File: src/rtl/cpu_clock_ctrl.sv
// CPU clock generator: divides the board clock and gates it with run/stop,
// single-step and CPU halt control, only ever changing state on a falling toggle.

module cpu_btn_debounce #(
  parameter int unsigned DEBOUNCE_CYCLES = 120000,
  parameter int unsigned DB_W            = 17
) (
  input  logic clk,
  input  logic rst,
  input  logic btn_i,
  output logic press_o
);

  logic            sync1_q;
  logic            sync2_q;
  logic            level_q;
  logic            level_d;
  logic            level_prev_q;
  logic            press_q;
  logic [DB_W-1:0] cnt_q;
  logic [DB_W-1:0] cnt_d;

  // Counter only runs while the synchronized input disagrees with the accepted level.
  always_comb begin
    level_d = level_q;
    cnt_d   = '0;
    if (sync2_q != level_q) begin
      if (cnt_q == DB_W'(DEBOUNCE_CYCLES - 1)) begin
        level_d = sync2_q;
      end else begin
        cnt_d = cnt_q + 1'b1;
      end
    end
  end

  always_ff @(posedge clk or posedge rst) begin
    if (rst) begin
      sync1_q      <= 1'b0;
      sync2_q      <= 1'b0;
      level_q      <= 1'b0;
      level_prev_q <= 1'b0;
      press_q      <= 1'b0;
      cnt_q        <= '0;
    end else begin
      sync1_q      <= btn_i;
      sync2_q      <= sync1_q;
      level_q      <= level_d;
      level_prev_q <= level_q;
      press_q      <= level_q & ~level_prev_q;
      cnt_q        <= cnt_d;
    end
  end

  assign press_o = press_q;

endmodule

module cpu_clock_ctrl #(
  parameter int unsigned DIVIDER         = 1200000,
  parameter int unsigned CNT_W           = 24,
  parameter int unsigned DEBOUNCE_CYCLES = 120000,
  parameter int unsigned DB_W            = 17
) (
  input  logic       clk,
  input  logic       rst,
  input  logic       run_btn,
  input  logic       step_btn,
  input  logic       halt,
  output logic       cpu_clk,
  output logic       cpu_tick,
  output logic       running,
  output logic [1:0] state
);

  localparam logic [1:0] STOP = 2'd0;
  localparam logic [1:0] RUN  = 2'd1;
  localparam logic [1:0] STEP = 2'd2;
  localparam logic [1:0] HALT = 2'd3;

  logic             run_press;
  logic             step_press;
  logic [1:0]       state_q;
  logic [1:0]       state_d;
  logic [CNT_W-1:0] div_q;
  logic [CNT_W-1:0] div_d;
  logic             cpu_clk_q;
  logic             cpu_clk_d;
  logic             clk_prev_q;
  logic             tick_q;
  logic             running_q;
  logic             stop_pend_q;
  logic             stop_pend_d;
  logic             wrap;
  logic             fall;

  cpu_btn_debounce #(
    .DEBOUNCE_CYCLES (DEBOUNCE_CYCLES),
    .DB_W            (DB_W)
  ) u_run_db (
    .clk     (clk),
    .rst     (rst),
    .btn_i   (run_btn),
    .press_o (run_press)
  );

  cpu_btn_debounce #(
    .DEBOUNCE_CYCLES (DEBOUNCE_CYCLES),
    .DB_W            (DB_W)
  ) u_step_db (
    .clk     (clk),
    .rst     (rst),
    .btn_i   (step_btn),
    .press_o (step_press)
  );

  assign wrap = (div_q == CNT_W'(DIVIDER));
  assign fall = wrap & cpu_clk_q;

  always_comb begin
    state_d     = state_q;
    div_d       = div_q;
    cpu_clk_d   = cpu_clk_q;
    stop_pend_d = stop_pend_q;
    case (state_q)
      STOP: begin
        div_d       = '0;
        cpu_clk_d   = 1'b0;
        stop_pend_d = 1'b0;
        if (run_press) begin
          state_d = RUN;
        end else if (step_press) begin
          state_d = STEP;
        end
      end
      RUN, STEP: begin
        if (wrap) begin
          div_d     = '0;
          cpu_clk_d = ~cpu_clk_q;
        end else begin
          div_d = div_q + 1'b1;
        end
        if (state_q == RUN && run_press) begin
          stop_pend_d = 1'b1;
        end
        // Leave only after the low-going toggle so the last high is full width.
        if (fall) begin
          stop_pend_d = 1'b0;
          if (halt) begin
            state_d = HALT;
          end else if (state_q == STEP || stop_pend_q || run_press) begin
            state_d = STOP;
          end
        end
      end
      default: begin
        div_d       = '0;
        cpu_clk_d   = 1'b0;
        stop_pend_d = 1'b0;
        if (run_press && !halt) begin
          state_d = STOP;
        end
      end
    endcase
  end

  always_ff @(posedge clk or posedge rst) begin
    if (rst) begin
      state_q     <= STOP;
      div_q       <= '0;
      cpu_clk_q   <= 1'b0;
      clk_prev_q  <= 1'b0;
      tick_q      <= 1'b0;
      running_q   <= 1'b0;
      stop_pend_q <= 1'b0;
    end else begin
      state_q     <= state_d;
      div_q       <= div_d;
      cpu_clk_q   <= cpu_clk_d;
      clk_prev_q  <= cpu_clk_q;
      tick_q      <= cpu_clk_q & ~clk_prev_q;
      running_q   <= (state_d == RUN);
      stop_pend_q <= stop_pend_d;
    end
  end

  assign cpu_clk  = cpu_clk_q;
  assign cpu_tick = tick_q;
  assign running  = running_q;
  assign state    = state_q;

endmodule

File: config.mk
export PLATFORM = sky130hd
export DESIGN_NAME = cpu_clock_ctrl
export DESIGN_NICKNAME = d
export VERILOG_FILES = /design/src/rtl/cpu_clock_ctrl.sv
export SDC_FILE = /design/constraint.sdc
export NUM_CORES = 1
export LEC_CHECK = 0
export ABC_AREA = 1
export CAP_MARGIN = 20
export CORE_MARGIN = 1.5
export CORE_UTILIZATION = 45
export CTS_CLUSTER_SIZE = 24
export DETAILED_ROUTE_END_ITERATION = 8
export GPL_TIMING_DRIVEN = 0
export PLACE_DENSITY_LB_ADDON = 0.08
export SYNTH_ARGS = -nofsm -noshare
export SYNTH_HDL_FRONTEND = slang
export SYNTH_SLANG_ARGS = --single-unit
File: constraint.sdc
create_clock -name clk -period 2.55 [get_ports clk]
set_input_delay 0.51 -clock clk [delete_from_list [all_inputs] [get_ports clk]]
set_output_delay 0.51 -clock clk [all_outputs]
set_load 0.02 [all_outputs]
==> impl_metrics.toml <==
[status]
status = "finished, final reports clean"

[route]
drt-pass1-iter-count = 4
wirelength_um = 7860
drc = 0
routedWlPerCell_um = 12.40
detail_route.vias_per_cell = 5.107
vias = 3238
drtAntennaViolNets = 0
drt_iter0_drc = 137

[sta]
setup_viol_count_final = 0
drv_slew = 0
relSlewSlack_pct = 65.13
finClkSkew_ns = 0.01329
tns_ns = 0
fin_crit_sh_pct = 77.98
rsz0062_at_grt = "false"
tightest_slew_ns = 0.5213
fmax_mhz = 502.9
worst_slack_ns = 0.5616
min_period_ns = 1.988
hold_viol = 0

[global_route]
grt_max_degree = 66
grt_pass1_wl_um = 14410
antenna_found_initial = 0
grt_overflow_total = 0
grt_pass1_vias = 3282
gr-usage-all-layers_pct = 18.54

[power]
irDropWorstVdd_mv = 0.2371
power_leakage_nw = 1.914
power_mw = 2.312
p_per_area_mw_per_mm2 = 515.2

[floorplan]
die_w_um = 97.36
dieArea_sq_mm = 0.009478
die_y_um = 97.36
io_pins = 10
start_util_pct = 46.16
coreArea_sq_mm = 0.008678
rows = 34

[hold_path]
hp-class = "reg2reg"
hp-start = "u_run_db.sync1_q$_DFF_PP0_"
hold_depth = 0

[place]
placedCellCount = 618
gp_congestion = 0.8689
place_ws_ns = 0.7472
hpwl_um = 5825
portBuffers = 9

[critical_path]
r2r_slack_ns = 0.72
cp-start-kind = "flop"
path_class = "reg2out"
worstPathRequired_ns = 2.04
rr_startpoint = "state[1]$_DFF_PP0_"
r2r_cells = 7
cp_top_family = "buffers and inverters"
crit_chain = "clkdlybuf4s50_1"
slowest_stage = "clkdlybuf4s50_1"
end_kind = "output port"
r2r_end = "div_q[3]$_DFF_PP0_"
cp.depth = 1
crit_path_max_incr_delay_ns = 0.65
crit_path_max_fanout = 8
endpoint = "cpu_clk"
critPathArrivalTime_ns = 1.48
startpoint = "cpu_clk$_DFFE_PP0P_"
critical_path_buf_inv_count = 1

[final_layout]
postLayoutCoreUtil_pct = 51.72
instances_no_fill = 634
antenna_cells = 0
nFillCells = 845
syn2layout_area_growth_pct = 12.02
nets = 534
layout-drive-gt1-share_pct = 10.27

[flow_run]
maxCapViolations = 0

[synth]
synth_seq_cells = 75
syn-cell-area_sq_mm = 0.004006
synth.area.top_cells = "dfrtp_1 47%, nand2_1 7.9%, nor2_1 7.9%"
syn-num-nets = 513
synthArstFlopShare_pct = 100.0
synth.avg_cell_area_sq_um = 8.013
synth-main-ff-cell = "dfrtp_1"
ys_seq_area_share_pct = 46.85
yosys.area.top_type_share_pct = 46.85
synth_area_leader_cell = "dfrtp_1"
yosys_warnings = 0
synth_edf_count = 0
synth_cells = 500
synth_cell_type_count = 33

[cts]
cts_num_sinks = 75
clkTransAtPathRegs_ns = 0.08
clk_latency_ns = 0.36
cts_hold_buf = 0
cts_max_path_buffers = 2
cts_resized = 0
h-tree-depth = 3
post-cts-setup-buffers = 0
cts_tree = "yes"
cts_buffers = 9
root_buffer = "clkbuf_8"
[cell type report]
type / count / area, sq um / area share, %
repair buffers: 10 / 117.6 / 2.621
flip-flops and latches: 75 / 1877 / 41.82
clock inverters: 5 / 85.08 / 1.896
plain buffers: 2 / 12.51 / 0.2788
clock buffers: 11 / 141.4 / 3.150
well taps: 108 / 135.1 / 3.011
multi-input cells: 352 / 1851 / 41.23
inverters: 71 / 269.0 / 5.994
[synth_stat cells, types with 3 or more instances]
| library cell | n |
|---|---|
| ha_1 | 8 |
| nand3_2 | 3 |
| nand2_2 | 5 |
| nand3_1 | 36 |
| inv_2 | 4 |
| nor3_1 | 17 |
| o21ai_1 | 5 |
| o21a_1 | 6 |
| nand4_1 | 17 |
| nor2_1 | 84 |
| xnor2_1 | 7 |
| nor3_2 | 4 |
| nor4_1 | 8 |
| a21oi_1 | 22 |
| inv_1 | 67 |
| dfrtp_1 | 75 |
| nor2_2 | 10 |
| xor2_1 | 11 |
| nor2_4 | 4 |
| o21ai_0 | 11 |
| nand2_1 | 84 |
[metal layers]
layer	share of wire (%)	track usage, %
met1	48	23.68
met2	47	30.82
met3	2.8	3.885
met4	1.9	7.473
met5	0	0
[layout by cell type, fill, tap and decap left out, types with 2 or more instances in the layout]
| cell | instances |
|---|---|
| nand2_1 | 84 |
| nor2_1 | 84 |
| dfrtp_1 | 75 |
| inv_1 | 66 |
| nand3_1 | 36 |
| a21oi_1 | 22 |
| nand4_1 | 17 |
| nor3_1 | 17 |
| o21ai_0 | 11 |
| xor2_1 | 11 |
| nor2_2 | 10 |
| clkbuf_8 | 10 |
| clkdlybuf4s50_1 | 9 |
| nor4_1 | 8 |
| ha_1 | 8 |
| xnor2_1 | 7 |
| o21a_1 | 6 |
| nand2_2 | 5 |
| o21ai_1 | 5 |
| inv_2 | 4 |
| nor3_2 | 4 |
| nor2_4 | 4 |
| nand3_2 | 3 |
| bufinv_16 | 2 |
[logic make-up after synthesis]
| family | Yosys count | synth area share, % |
|---|---|---|
| mux | 1 | 0.2811 |
| simple gates | 277 | 32.76 |
| compound gates | 48 | 6.715 |
| buf+inv | 73 | 6.964 |
| fa+ha+maj | 8 | 2.499 |
| flops | 75 | 46.85 |
| xor+xnor | 18 | 3.935 |
[state kept, by name, summed over array words and instances, names as in the netlist]
| signal | flops |
|---|---|
| u_step_db.level_q | 1 |
| u_run_db.level_prev_q | 1 |
| cpu_tick | 1 |
| u_step_db.press_o | 1 |
| u_step_db.cnt_q | 17 |
| u_step_db.level_prev_q | 1 |
| u_run_db.press_o | 1 |
| clk_prev_q | 1 |
| u_run_db.sync2_q | 1 |
| div_q | 24 |
| state | 2 |
| running | 1 |
| cpu_clk | 1 |
| u_run_db.sync1_q | 1 |
| stop_pend_q | 1 |
| u_step_db.sync2_q | 1 |
| u_run_db.cnt_q | 17 |
| u_run_db.level_q | 1 |
| u_step_db.sync1_q | 1 |
[where the power goes]
| part | switching, mW | total (mW) | internal [mW] |
|---|---|---|---|
| clock network | 0.457 | 1.04 | 0.583 |
| registers | 0.00655 | 1.21 | 1.20 |
| logic | 0.0450 | 0.0666 | 0.0216 |
[stage by stage]
stage,hold WS [ns],area (sq um)
4_1_cts,0.3503,4488
2_1_floorplan,0.3312,4006
3_3_place_gp,0.3356,4232
3_5_place_dp,0.3379,4262
5_1_grt,0.3601,4488
6_report,0.3474,4488
[worst min-delay path by stage]
stage | endpoint | slack [ns]
2_1_floorplan | u_run_db.sync2_q$_DFF_PP0_ | 0.33
3_3_place_gp | u_step_db.sync2_q$_DFF_PP0_ | 0.34
3_5_place_dp | u_step_db.sync2_q$_DFF_PP0_ | 0.34
4_1_cts | u_run_db.sync2_q$_DFF_PP0_ | 0.35
5_1_grt | u_step_db.sync2_q$_DFF_PP0_ | 0.36
6_report | u_run_db.sync2_q$_DFF_PP0_ | 0.35
(Power assumes the default switching activity.)
==> edit (same settings) <==
`DEBOUNCE_CYCLES` is set to 120000 in 2 places; all go to 65536.
--- a/src/rtl/cpu_clock_ctrl.sv
+++ b/src/rtl/cpu_clock_ctrl.sv
@@ -2,7 +2,7 @@
 // single-step and CPU halt control, only ever changing state on a falling toggle.
 
 module cpu_btn_debounce #(
-  parameter int unsigned DEBOUNCE_CYCLES = 120000,
+  parameter int unsigned DEBOUNCE_CYCLES = 65536,
   parameter int unsigned DB_W            = 17
 ) (
   input  logic clk,
@@ -58,7 +58,7 @@
 module cpu_clock_ctrl #(
   parameter int unsigned DIVIDER         = 1200000,
   parameter int unsigned CNT_W           = 24,
-  parameter int unsigned DEBOUNCE_CYCLES = 120000,
+  parameter int unsigned DEBOUNCE_CYCLES = 65536,
   parameter int unsigned DB_W            = 17
 ) (
   input  logic       clk,
Function: same outputs for any inputs over 10 cycles, from zero or initial values and one cycle with rst high; that may be too few to reach the edited logic, so the function may still have changed.
==> edit against the unedited design <==
- die area shrank 2.8%
- power shrank 0.30%
- sequential cell count is the same
- wire length shrank 4.6%
- design area shrank 2.6%
- register-to-register slack gained 0.06 ns
- synthesized area shrank 2.9%
- worst setup slack gained 0.043 ns
- critical path type unchanged
- critical endpoint unchanged
==> edit: results (changes against the unedited design) <==
<table>
<tr><th>Metric</th><th>Value</th></tr>
<tr><th colspan="2">Setup path</th></tr>
<tr><td>Arrival time of data at the critical path endpoint</td><td>1.44 ns (was 1.48 ns)</td></tr>
<tr><td>Max FO, Critical Path</td><td>6 (was 8)</td></tr>
<tr><th colspan="2">Detailed routing</th></tr>
<tr><td>Routed wire length per instance</td><td>12.8 microns (was 12.4 microns)</td></tr>
<tr><td>1st-iter DRT viols</td><td>145 (was 137)</td></tr>
<tr><td>Number of vias after detailed routing</td><td>2956 (was 3238)</td></tr>
<tr><td>Wire length after detailed routing</td><td>7500 microns (was 7860 microns)</td></tr>
<tr><th colspan="2">Logic synthesis</th></tr>
<tr><td>Multiplexer fraction of the synthesized cell area</td><td>0.289% (was 0.281%)</td></tr>
<tr><td>Post-Synthesis Net Count</td><td>470 (was 513)</td></tr>
<tr><td>XOR/XNOR Fraction of Synth Area</td><td>6.30% (was 3.94%)</td></tr>
<tr><td>Sequential-to-total area share from yosys stat</td><td>48.2% (was 46.8%)</td></tr>
<tr><td>Adder-cell area share of the yosys netlist</td><td>2.57% (was 2.50%)</td></tr>
<tr><td>Post-synthesis instance total</td><td>457 (was 500)</td></tr>
<tr><td>Post-synthesis compound-gate area fraction</td><td>5.11% (was 6.71%)</td></tr>
<tr><td>Distinct cell type count of the synthesized netlist</td><td>35 (was 33)</td></tr>
<tr><th colspan="2">GRT</th></tr>
<tr><td>Pin count of the biggest net entering global routing</td><td>65 (was 66)</td></tr>
<tr><td>Global-route wire length before repair</td><td>13000 microns (was 14400 microns)</td></tr>
<tr><th colspan="2">Placement</th></tr>
<tr><td>Routability cong.</td><td>0.889 (was 0.869)</td></tr>
<tr><td>Placed wire-length estimate after detailed placement</td><td>5380 microns (was 5820 microns)</td></tr>
<tr><td>Cell count after placement</td><td>572 (was 618)</td></tr>
<tr><th colspan="2">Cells and area</th></tr>
<tr><td>Layout cell share with drive strength beyond 1</td><td>13.0% (was 10.3%)</td></tr>
<tr><td>Fillers</td><td>768 (was 845)</td></tr>
<tr><td>Layout net count</td><td>491 (was 534)</td></tr>
<tr><th colspan="2">STA</th></tr>
<tr><td>Worst setup skew after layout</td><td>0.00854 ns (was 0.0133 ns)</td></tr>
<tr><th colspan="2">Power</th></tr>
<tr><td>Peak supply drop</td><td>443 uV (was 237 uV)</td></tr>
<tr><td>Static Leakage</td><td>1.83 nW (was 1.91 nW)</td></tr>
<tr><th colspan="2">Outcome</th></tr>
<tr><td>Run status</td><td>complete, no violations (unchanged)</td></tr>
</table>
edit: per-layer routing:
metal | vias up | share of wire (%) | global-route usage [%]
li1 | 1504 | - | -
met1 | 1392 | 47 | 22.5
met2 | 44 | 47 | 31.2
met3 | 16 | 3.5 | 4.03
met4 | 0 | 2.3 | 7.84
met5 | - | 0 | 0
edit: path summary, 6_finish.rpt:
check / to / cells past startpoint / slack (ns) / startpoint
min in group asynchronous: u_step_db.cnt_q[14] / 2 / 0.42 / rst
hold reg to reg: u_step_db.sync2_q / 0 / 0.35 / u_step_db.sync1_q
setup / recovery: cpu_clk / 1 / 0.60 / cpu_clk
setup reg to reg: div_q[12] / 9 / 0.78 / div_q[0]
hold / removal: u_step_db.sync2_q / 0 / 0.35 / u_step_db.sync1_q
max in group asynchronous: div_q[15] / 3 / 1.58 / rst
edit: power breakdown:
group           total, W  leakage (nW)  internal, W  switching, W
Clock            0.00104         0.119     0.000599      0.000437
Sequential       0.00121          1.02      0.00120    0.00000712
Combinational  0.0000621         0.688    0.0000203     0.0000419
Total            0.00231          1.83      0.00182      0.000486
edit: final cells by class:
| cell class | count | area (sq um) | area share (%) |
|---|---|---|---|
| Buffer | 2 | 15.0 | 0.344 |
| Inverter | 66 | 250 | 5.73 |
| Timing Repair Buffer | 10 | 118 | 2.69 |
| Tap cell | 105 | 131 | 3.01 |
| Clock buffer | 11 | 151 | 3.47 |
| Multi-Input combinational cell | 314 | 1750 | 40.1 |
| Sequential cell | 75 | 1880 | 43.0 |
| Clock inverter | 5 | 75.1 | 1.72 |
edit: cell families after synthesis:
kind of cell	after synthesis
and+or+nand+nor	245
adders and majority gates	8
buffers and inverters	68
xor gates and xnor gates	28
AOI/OAI and AO/OA	32
muxes	1
DFF	75
edit: per-stage QoR:
step | power (W) | setup slack (ns) | util [%]
after global placement | 0.00129 | -1.13 | 49.6
after global routing | 0.00239 | 0.552 | 52.6
after detailed placement | 0.00130 | 0.800 | 49.9
final | 0.00231 | 0.605 | 52.6
after floorplan | 0.00127 | 0.130 | -
after CTS | 0.00234 | 0.583 | 52.6
